**src/rtl/ctrl_pipe_hz.sv**
```systemverilog
// ctrl_pipe_hz: MIPS pipeline controller with integrated hazard unit.
// Decodes in D, carries control through E, M1..Mk, W; drives stall/flush/forward.
// Ports: CLK, Reset (async, active-low); D fields OpD/FunctD/RsD/RtD/RdD/EqualD;
// MemReadyM; D decode outs; StallF/StallD/FlushD/FlushE; E ALU ctl + forwards;
// Mk memory controls; W writeback controls.
module ctrl_pipe_hz #(
    parameter int MEM_STAGES = 1,
    parameter int REG_AW     = 5
) (
    input  logic              CLK,
    input  logic              Reset,
    input  logic [5:0]        OpD,
    input  logic [5:0]        FunctD,
    input  logic [REG_AW-1:0] RsD,
    input  logic [REG_AW-1:0] RtD,
    input  logic [REG_AW-1:0] RdD,
    input  logic              EqualD,
    input  logic              MemReadyM,
    output logic              BranchD,
    output logic              JumpD,
    output logic              ExtOpD,
    output logic              PCSrcD,
    output logic              IllegalD,
    output logic              StallF,
    output logic              StallD,
    output logic              FlushD,
    output logic              FlushE,
    output logic              ALUSrcE,
    output logic [2:0]        ALUCtlE,
    output logic [1:0]        ForwardAE,
    output logic [1:0]        ForwardBE,
    output logic              MemWriteM,
    output logic              DEnM,
    output logic [REG_AW-1:0] WriteRegE,
    output logic [REG_AW-1:0] WriteRegW,
    output logic              MemToRegW,
    output logic              RegWriteW
);
    localparam int K = MEM_STAGES;

    typedef struct packed {
        logic              reg_write;
        logic              mem_to_reg;
        logic              mem_write;
        logic              alu_src;
        logic [2:0]        alu_ctl;
        logic [REG_AW-1:0] write_reg;
        logic [REG_AW-1:0] rs;
        logic [REG_AW-1:0] rt;
    } ex_t;

    typedef struct packed {
        logic              reg_write;
        logic              mem_to_reg;
        logic              mem_write;
        logic [REG_AW-1:0] write_reg;
    } mem_t;

    typedef struct packed {
        logic              reg_write;
        logic              mem_to_reg;
        logic [REG_AW-1:0] write_reg;
    } wb_t;

    ex_t          d_ctl;
    logic         ill_d;
    logic         bne_d;
    logic         use_rs_d;
    logic         use_rt_d;
    logic         hz;
    ex_t          e_q, e_d;
    mem_t [K-1:0] m_q, m_d;
    wb_t          w_q, w_d;

    function automatic logic hit(
        input logic              rw,
        input logic [REG_AW-1:0] dst,
        input logic [REG_AW-1:0] rs,
        input logic [REG_AW-1:0] rt,
        input logic              urs,
        input logic              urt
    );
        return rw && (dst != '0) &&
               ((urs && dst == rs) || (urt && dst == rt));
    endfunction

    always_comb begin
        d_ctl           = '0;
        d_ctl.rs        = RsD;
        d_ctl.rt        = RtD;
        d_ctl.write_reg = RtD;
        d_ctl.alu_ctl   = 3'b010;
        BranchD  = 1'b0;
        JumpD    = 1'b0;
        ExtOpD   = 1'b0;
        ill_d    = 1'b0;
        bne_d    = 1'b0;
        use_rs_d = 1'b1;
        use_rt_d = 1'b0;
        case (OpD)
            6'b000000: begin
                d_ctl.write_reg = RdD;
                d_ctl.reg_write = 1'b1;
                use_rt_d        = 1'b1;
                case (FunctD)
                    6'b100000: d_ctl.alu_ctl = 3'b010;
                    6'b100010: d_ctl.alu_ctl = 3'b110;
                    6'b100100: d_ctl.alu_ctl = 3'b000;
                    6'b100101: d_ctl.alu_ctl = 3'b001;
                    6'b101010: d_ctl.alu_ctl = 3'b111;
                    default:   ill_d = 1'b1;
                endcase
            end
            6'b100011: begin
                d_ctl.reg_write  = 1'b1;
                d_ctl.mem_to_reg = 1'b1;
                d_ctl.alu_src    = 1'b1;
                ExtOpD           = 1'b1;
            end
            6'b101011: begin
                d_ctl.mem_write = 1'b1;
                d_ctl.alu_src   = 1'b1;
                ExtOpD          = 1'b1;
                use_rt_d        = 1'b1;
            end
            6'b000100, 6'b000101: begin
                BranchD       = 1'b1;
                bne_d         = OpD[0];
                ExtOpD        = 1'b1;
                d_ctl.alu_ctl = 3'b110;
                use_rt_d      = 1'b1;
            end
            6'b001000: begin
                d_ctl.reg_write = 1'b1;
                d_ctl.alu_src   = 1'b1;
                ExtOpD          = 1'b1;
            end
            6'b001100, 6'b001101: begin
                d_ctl.reg_write = 1'b1;
                d_ctl.alu_src   = 1'b1;
                d_ctl.alu_ctl   = {2'b00, OpD[0]};
            end
            6'b000010: begin
                JumpD    = 1'b1;
                use_rs_d = 1'b0;
            end
            default: ill_d = 1'b1;
        endcase
        // Unsupported encodings travel as a bubble and read nothing.
        if (ill_d) begin
            d_ctl    = '0;
            use_rs_d = 1'b0;
            use_rt_d = 1'b0;
        end
    end

    assign IllegalD = ill_d;

    // Loads stall until they reach Mk; ALU results stall until M1 is the
    // last memory stage; branches compare in D so wait out E..Mk.
    always_comb begin
        hz = 1'b0;
        if (hit(e_q.reg_write, e_q.write_reg, RsD, RtD, use_rs_d, use_rt_d)
            && (e_q.mem_to_reg || BranchD))
            hz = 1'b1;
        for (int i = 0; i < K; i++) begin
            if (hit(m_q[i].reg_write, m_q[i].write_reg,
                    RsD, RtD, use_rs_d, use_rt_d)
                && (BranchD || i < K - 1))
                hz = 1'b1;
        end
    end

    assign StallD = hz | ~MemReadyM;
    assign StallF = StallD;
    assign FlushE = hz & MemReadyM;
    assign PCSrcD = BranchD & (bne_d ^ EqualD) & ~StallD;
    assign FlushD = (PCSrcD | JumpD) & ~StallD;

    always_comb begin
        e_d = e_q;
        m_d = m_q;
        w_d = w_q;
        if (MemReadyM) begin
            e_d                 = hz ? '0 : d_ctl;
            m_d[0].reg_write    = e_q.reg_write;
            m_d[0].mem_to_reg   = e_q.mem_to_reg;
            m_d[0].mem_write    = e_q.mem_write;
            m_d[0].write_reg    = e_q.write_reg;
            for (int i = 1; i < K; i++)
                m_d[i] = m_q[i-1];
            w_d.reg_write  = m_q[K-1].reg_write;
            w_d.mem_to_reg = m_q[K-1].mem_to_reg;
            w_d.write_reg  = m_q[K-1].write_reg;
        end
    end

    always_ff @(posedge CLK or negedge Reset) begin
        if (!Reset) begin
            e_q <= '0;
            m_q <= '0;
            w_q <= '0;
        end else begin
            e_q <= e_d;
            m_q <= m_d;
            w_q <= w_d;
        end
    end

    // M1 forwarding only for ALU results; load data is not ready in M1.
    logic m1_ok;
    logic w_ok;
    assign m1_ok = m_q[0].reg_write & ~m_q[0].mem_to_reg
                 & (m_q[0].write_reg != '0);
    assign w_ok  = w_q.reg_write & (w_q.write_reg != '0);

    always_comb begin
        ForwardAE = 2'b00;
        ForwardBE = 2'b00;
        if (m1_ok && m_q[0].write_reg == e_q.rs)
            ForwardAE = 2'b10;
        else if (w_ok && w_q.write_reg == e_q.rs)
            ForwardAE = 2'b01;
        if (m1_ok && m_q[0].write_reg == e_q.rt)
            ForwardBE = 2'b10;
        else if (w_ok && w_q.write_reg == e_q.rt)
            ForwardBE = 2'b01;
    end

    assign ALUSrcE   = e_q.alu_src;
    assign ALUCtlE   = e_q.alu_ctl;
    assign WriteRegE = e_q.write_reg;
    assign MemWriteM = m_q[K-1].mem_write;
    assign DEnM      = m_q[K-1].mem_to_reg | m_q[K-1].mem_write;
    assign WriteRegW = w_q.write_reg;
    assign MemToRegW = w_q.mem_to_reg;
    assign RegWriteW = w_q.reg_write;
endmodule

```
**config.mk**
```make
export PLATFORM = sky130hd
export DESIGN_NAME = ctrl_pipe_hz
export DESIGN_NICKNAME = d
export VERILOG_FILES = /design/src/rtl/ctrl_pipe_hz.sv
export SDC_FILE = /design/constraint.sdc
export NUM_CORES = 1
export LEC_CHECK = 0
export CELL_PAD_IN_SITES_DETAIL_PLACEMENT = 1
export CELL_PAD_IN_SITES_GLOBAL_PLACEMENT = 1
export CORE_MARGIN = 2
export CORE_UTILIZATION = 41
export DETAILED_ROUTE_END_ITERATION = 10
export PLACE_DENSITY_LB_ADDON = 0.1
export RECOVER_POWER = 100
export SLEW_MARGIN = 20
export SYNTH_ARGS = -nofsm -noshare
export SYNTH_HDL_FRONTEND = slang
export SYNTH_SLANG_ARGS = --single-unit
```
**constraint.sdc**
```tcl
create_clock -name CLK -period 7.5 [get_ports CLK]
set_input_delay 1.5 -clock CLK [delete_from_list [all_inputs] [get_ports CLK]]
set_output_delay 1.5 -clock CLK [all_outputs]
set_load 0.05 [all_outputs]
```
Word level (Yosys, flattened, before mapping) --
Index checks and enable logic that the tools add are counted.
Storage, ports and cells: output and inout port bits 31, bits of input ports 31, word-level logic and storage cells 104, bits in registers 37
Operators by class: bitwise operators 14, muxes and demuxes 25, eq/ne operators 21, reductions and logical operators 29
Operator list (number):
- $mux 22 | 2
- $eq 6x6->1 const B | 7
- $eq 5x5->1 | 8
- $reduce_or 5->1 | 4
- $eq 6x4->1 const B | 3
- $mux 1 | 17
- $reduce_bool 5->1 | 3
- $logic_and 1x1->1 | 14
- $eq 6x3->1 const B | 2
- $pmux 3 s4 | 1
- $pmux 3 s3 | 1
- $reduce_or 8->1 | 1
- $and 1x1->1 | 7
- $eq 6x2->1 const B | 1
- $logic_not 6->1 | 1
- $mux 5 | 1
- $mux 2 | 2
- $reduce_or 2->1 | 2
- $reduce_or 4->1 | 1
- $logic_or 1x1->1 | 3
- $not 1->1 | 3
- $or 1x1->1 | 3
- $pmux 1 s2 | 1
- $xor 1x1->1 | 1

Logic depth before layout (Yosys ltp) --
word-level depth 16, depth in mapped cells 8, depth with buffers taken out 5

Worst setup path before layout --
Ideal clock, no wire load.
kind input port to output port, start point input OpD[3], end point output FlushD, buffers on the path 1, data required time 6000 ps, data arrival time 3805 ps, stages 5, slack 2195 ps, cell sequence clkbuf_8 and4bb_2 o221ai_1 a2111oi_4 a211oi_1
On the way: elaborated cells between the ends (all ways) 40, classes of those cells eq/ne: 8; mux: 10; bitwise: 7; reduce/logical: 15
RTL lines:
- from (decl) | line 12 | input logic [5:0] OpD,
- $eq 6x3->1 | line 100 | case (OpD)
- $reduce_or 2->1 *
- $mux 1 * | line 100
- named net BranchD | line 19 | output logic BranchD,
- $logic_or 1x1->1 | line 164 | && (e_q.mem_to_reg || BranchD))
- $logic_and 1x1->1 | line 164
- $mux 1 | line 163 | if (hit(e_q.reg_write, e_q.write_reg, RsD, RtD, use_rs_d, use_rt_d)
- $mux 1 | line 167 | if (hit(m_q[i].reg_write, m_q[i].write_reg,
- $or 1x1->1 | line 174 | assign StallD = hz | ~MemReadyM;
- $not 1->1 | line 177, 178
- $and 1x1->1 | line 177 | assign PCSrcD = BranchD & (bne_d ^ EqualD) & ~StallD;
- $or 1x1->1 | line 178 | assign FlushD = (PCSrcD | JumpD) & ~StallD;
- $and 1x1->1 * | line 178
- to (decl) | line 26 | output logic FlushD,
Mark *: on every way through the listed nets, which the timed path passes. The rest lies on a longest branch.

Final worst setup path --
start point input OpD[0], end point output FlushE
On the way: word-level cells in the longest chain between the ends 11, elaborated cells between the ends (all ways) 32, classes of those cells eq/ne: 8; mux: 8; bitwise: 1; reduce/logical: 15
Ends and longest elaborated chain:
- $eq 6x4->1, or another cell as far along | line 100
- $reduce_or 8->1 (no line) / $reduce_or 4->1 (equally long branches)
- $pmux 1 s2 / $mux 1 (equally long branches) | line 100
- $mux 1 | line 150 | if (ill_d) begin
- $logic_and 1x1->1 | line 84 | ((urs && dst == rs) || (urt && dst == rt));
- $logic_or 1x1->1 | line 84
- $logic_and 1x1->1 | line 83 | return rw && (dst != '0) &&
- $logic_and 1x1->1 | line 164
- $mux 1 | line 163
- $mux 1 * | line 167
- $and 1x1->1 * | line 176 | assign FlushE = hz & MemReadyM;
- to (decl) | line 27 | output logic FlushE,
Every way passes the cells marked *; elsewhere a longest branch is shown, timed or not.

==> impl_metrics.json <==
{
  "cts_buffer_depth": 2,
  "drt_iter0_markers": 120,
  "min_from": "ALUCtlE[0]$_DFFE_PN0P_",
  "ir_worst_vdd_mv": 0.0829,
  "track_usage": 0.203,
  "fp-row-count": 28,
  "layout-area-overhead-vs-synth_pct": 25.0,
  "dp_hpwl_mm": 5.27,
  "powerDensity_mw_per_mm2": 148,
  "violations": "capacitance limit, slew limit",
  "start_util": 0.430,
  "h-tree-depth": 2,
  "synth_area_mm2": 0.00258,
  "drt_wl_total_mm": 7.01,
  "syn-num-nets": 297,
  "dieHeight_um": 83.3,
  "yosysUniqueCellTypes": 51,
  "yosysSeqAreaShare": 0.359,
  "cp_num_buf_inv": 3,
  "clkLatencyLatePin_ns": 0.29,
  "max-cap-violations": 1,
  "cts.sinks": 37,
  "worst-endpoint-required_ns": 6.00,
  "coreArea_mm2": 0.00599,
  "path_class": "primary input to output port",
  "finalCritPeriodShare": 0.878,
  "cp-end-kind": "output port",
  "fmaxAchievable_mhz": 152,
  "path_common_cell": "dlygate4sd3_1",
  "ys.flop_type": "dfrtp_1",
  "grt_pass1_wl_mm": 11.3,
  "min_period_ns": 6.58,
  "final_util": 0.538,
  "numPlacedInstances": 381,
  "syn_inst": 266,
  "final_layout_size_suffix_gt1_frac": 0.125,
  "dieArea_mm2": 0.00694,
  "crit_slowest_cell": "dlygate4sd3_1",
  "drv_slew": 38,
  "dr.pass1.iters": 4,
  "root_buffer": "clkbuf_8",
  "io-pin-count": 62,
  "n_antenna_cell": 0,
  "grt_pass1_vias": 2208,
  "synth.avg_cell_area_um2": 9.69,
  "postCtsSetupBuffers": 0,
  "final_nets": 344,
  "grt_overflow": 0,
  "cts_hold_buffers": 0,
  "drc": 0,
  "cpPeakStageDelay_ns": 0.86,
  "drt-wirelength-per-cell_um": 18.1,
  "tightest_slew_ns": 2.01,
  "synthArstFlopShare": 1.00,
  "vias_per_cell": 5.66,
  "cts-resized-gates": 0,
  "status": "complete, but fails checks",
  "hp-class": "register to register",
  "antenna_found_initial": 0,
  "portBuffers": 61,
  "vias": 2192,
  "postRouteAntennaNets": 0,
  "cts_buffers": 5,
  "startpoint_type": "primary input",
  "post_layout_nonfiller_instances": 387,
  "r2r_start": "WriteRegE[4]$_DFFE_PN0P_",
  "gp_congestion": 0.829,
  "cp_max_fo": 18,
  "hold_violations": 0,
  "setup.worst_path.start": "OpD[0]",
  "yosys_warnings": 0,
  "finalClockSkew_ns": 0.0114,
  "leakagePower_nw": 1.40,
  "cts_tree": "built",
  "synth_enable_flop_cells": 0,
  "grt_max_degree": 38,
  "rsz0062_at_grt": "no",
  "synth-seq-cells": 37,
  "crit_family": "buffers and inverters",
  "path_clk_slew_ns": 0.08,
  "setup_tns_ns": 0,
  "timing.slew.headroom": -0.340,
  "crit_chain": "dlygate4sd3_1 > and4b_1 > nand2_2 > a2111o_1 > a211oi_4 > clkbuf_1 > o21a_1 > dlygate4sd3_1",
  "die_w_um": 83.3,
  "setup_viol": 0,
  "arrival_ns": 5.08
}
[routing by layer]
layer | up-vias | wire, um | GRT usage
li1 | 1040 | - | -
met1 | 1085 | 3350 | 0.284
met2 | 60 | 3330 | 0.330
met3 | 7 | 263 | 0.0288
met4 | 0 | 65 | 0.0522
met5 | - | 0 | 0
[worst register-to-register path, delay by kind of cell (launching register included)]
family,cells,cell delay [ns]
AOI/OAI and AO/OA,3,0.94
buffers and inverters,1,0.66
DFF,1,0.48
xor gates and xnor gates,1,0.19
and+or+nand+nor,1,0.14
[kinds of logic after synthesis]
| logic type | share of synthesized area |
|---|---|
| simple gates | 0.166 |
| compound gates | 0.149 |
| buf+inv | 0.0917 |
| xor+xnor | 0.139 |
| flops | 0.359 |
| mux | 0.0956 |
[placed cells by master, fill, tap and decap left out, types with 2 or more instances in the layout]
| cell | n |
|---|---|
| clkbuf_8 | 5 |
| clkbuf_1 | 2 |
| nor2_1 | 7 |
| xor2_1 | 25 |
| o32ai_1 | 16 |
| a21oi_1 | 5 |
| nor3_1 | 4 |
| clkdlybuf4s50_1 | 27 |
| nand4_1 | 4 |
| dfrtp_1 | 37 |
| inv_1 | 17 |
| a211oi_1 | 2 |
| o2bb2ai_1 | 5 |
| nor4_1 | 5 |
| dlygate4sd3_1 | 33 |
| a22oi_1 | 2 |
| nand3_1 | 21 |
| mux2_2 | 21 |
| buf_4 | 5 |
| nor3b_1 | 3 |
| nand4b_1 | 2 |
| o31ai_1 | 2 |
| or4_1 | 4 |
| and2_1 | 2 |
| nand2_1 | 10 |
| o21ai_0 | 4 |
| a31oi_1 | 3 |
| xnor2_1 | 16 |
[power breakdown]
part	total [W]	leakage (nW)	internal, W	switching [W]
clock network	0.000129	0.0399	0.0000612	0.0000681
registers	0.000226	0.508	0.000209	0.0000164
logic	0.000123	0.853	0.0000529	0.0000697
total	0.000477	1.40	0.000323	0.000154
[synth_stat cells, drive strengths merged, types with 2 or more instances]
master	instances	area [um2]
clkbuf	10	47.5
nand3	21	105
nand2	11	43.8
mux2	21	236
nor4	5	31.3
xor2	25	219
nor3b	3	22.5
or4	4	30.0
o32ai	16	140
nor2	8	32.5
o2bb2ai	5	43.8
nor3	4	20.0
dfrtp	37	926
buf	17	121
xnor2	16	140
or2	2	12.5
a211oi	3	35.0
o31ai	2	15.0
inv	17	63.8
a21oi	5	25.0
a31oi	3	18.8
and2	2	12.5
a22oi	2	15.0
nand4b	2	17.5
o21ai	4	20.0
nand4	4	25.0
[area by class of cell]
cell class / instances / area, um2
fill: 687 / 2770
multi-input combinational: 184 / 1420
sequential: 37 / 926
timing repair buffer: 67 / 646
tap: 75 / 93.8
clock buffer: 5 / 68.8
inverter: 18 / 67.6
clock inverter: 1 / 5.00
[registers in the layout (all words and copies together) (netlist names)]
signal	count
ALUCtlE	3
ALUSrcE	1
MemToRegW	1
MemWriteM	1
RegWriteW	1
WriteRegE	5
WriteRegW	5
e_q	13
m_q	7
[worst paths after layout]
kind                                                 end  slack, ns  depth (start not counted)
worst max-delay path                              FlushE       0.92                          8
worst min-delay path              ALUCtlE[0]$_DFFE_PN0P_       0.49                          1
worst max register to register    ALUCtlE[1]$_DFFE_PN0P_       4.94                          6
worst min register to register    ALUCtlE[0]$_DFFE_PN0P_       0.49                          1
max in group asynchronous       WriteRegW[1]$_DFFE_PN0P_       4.57                          1
min in group asynchronous         ALUCtlE[0]$_DFFE_PN0P_       1.77                          1
[stage by stage]
step	setup WS, ns	power [W]	hold WS (ns)	instance area (um2)
after floorplan	2.20	0.000307	0.449	2580
after global placement	1.42	0.000353	0.473	3150
after detailed placement	1.35	0.000356	0.484	3150
after CTS	1.35	0.000486	0.502	3230
after global routing	0.733	0.000501	0.515	3220
final	0.917	0.000477	0.489	3220
No activity file was read; power rests on OpenSTA's default activity.
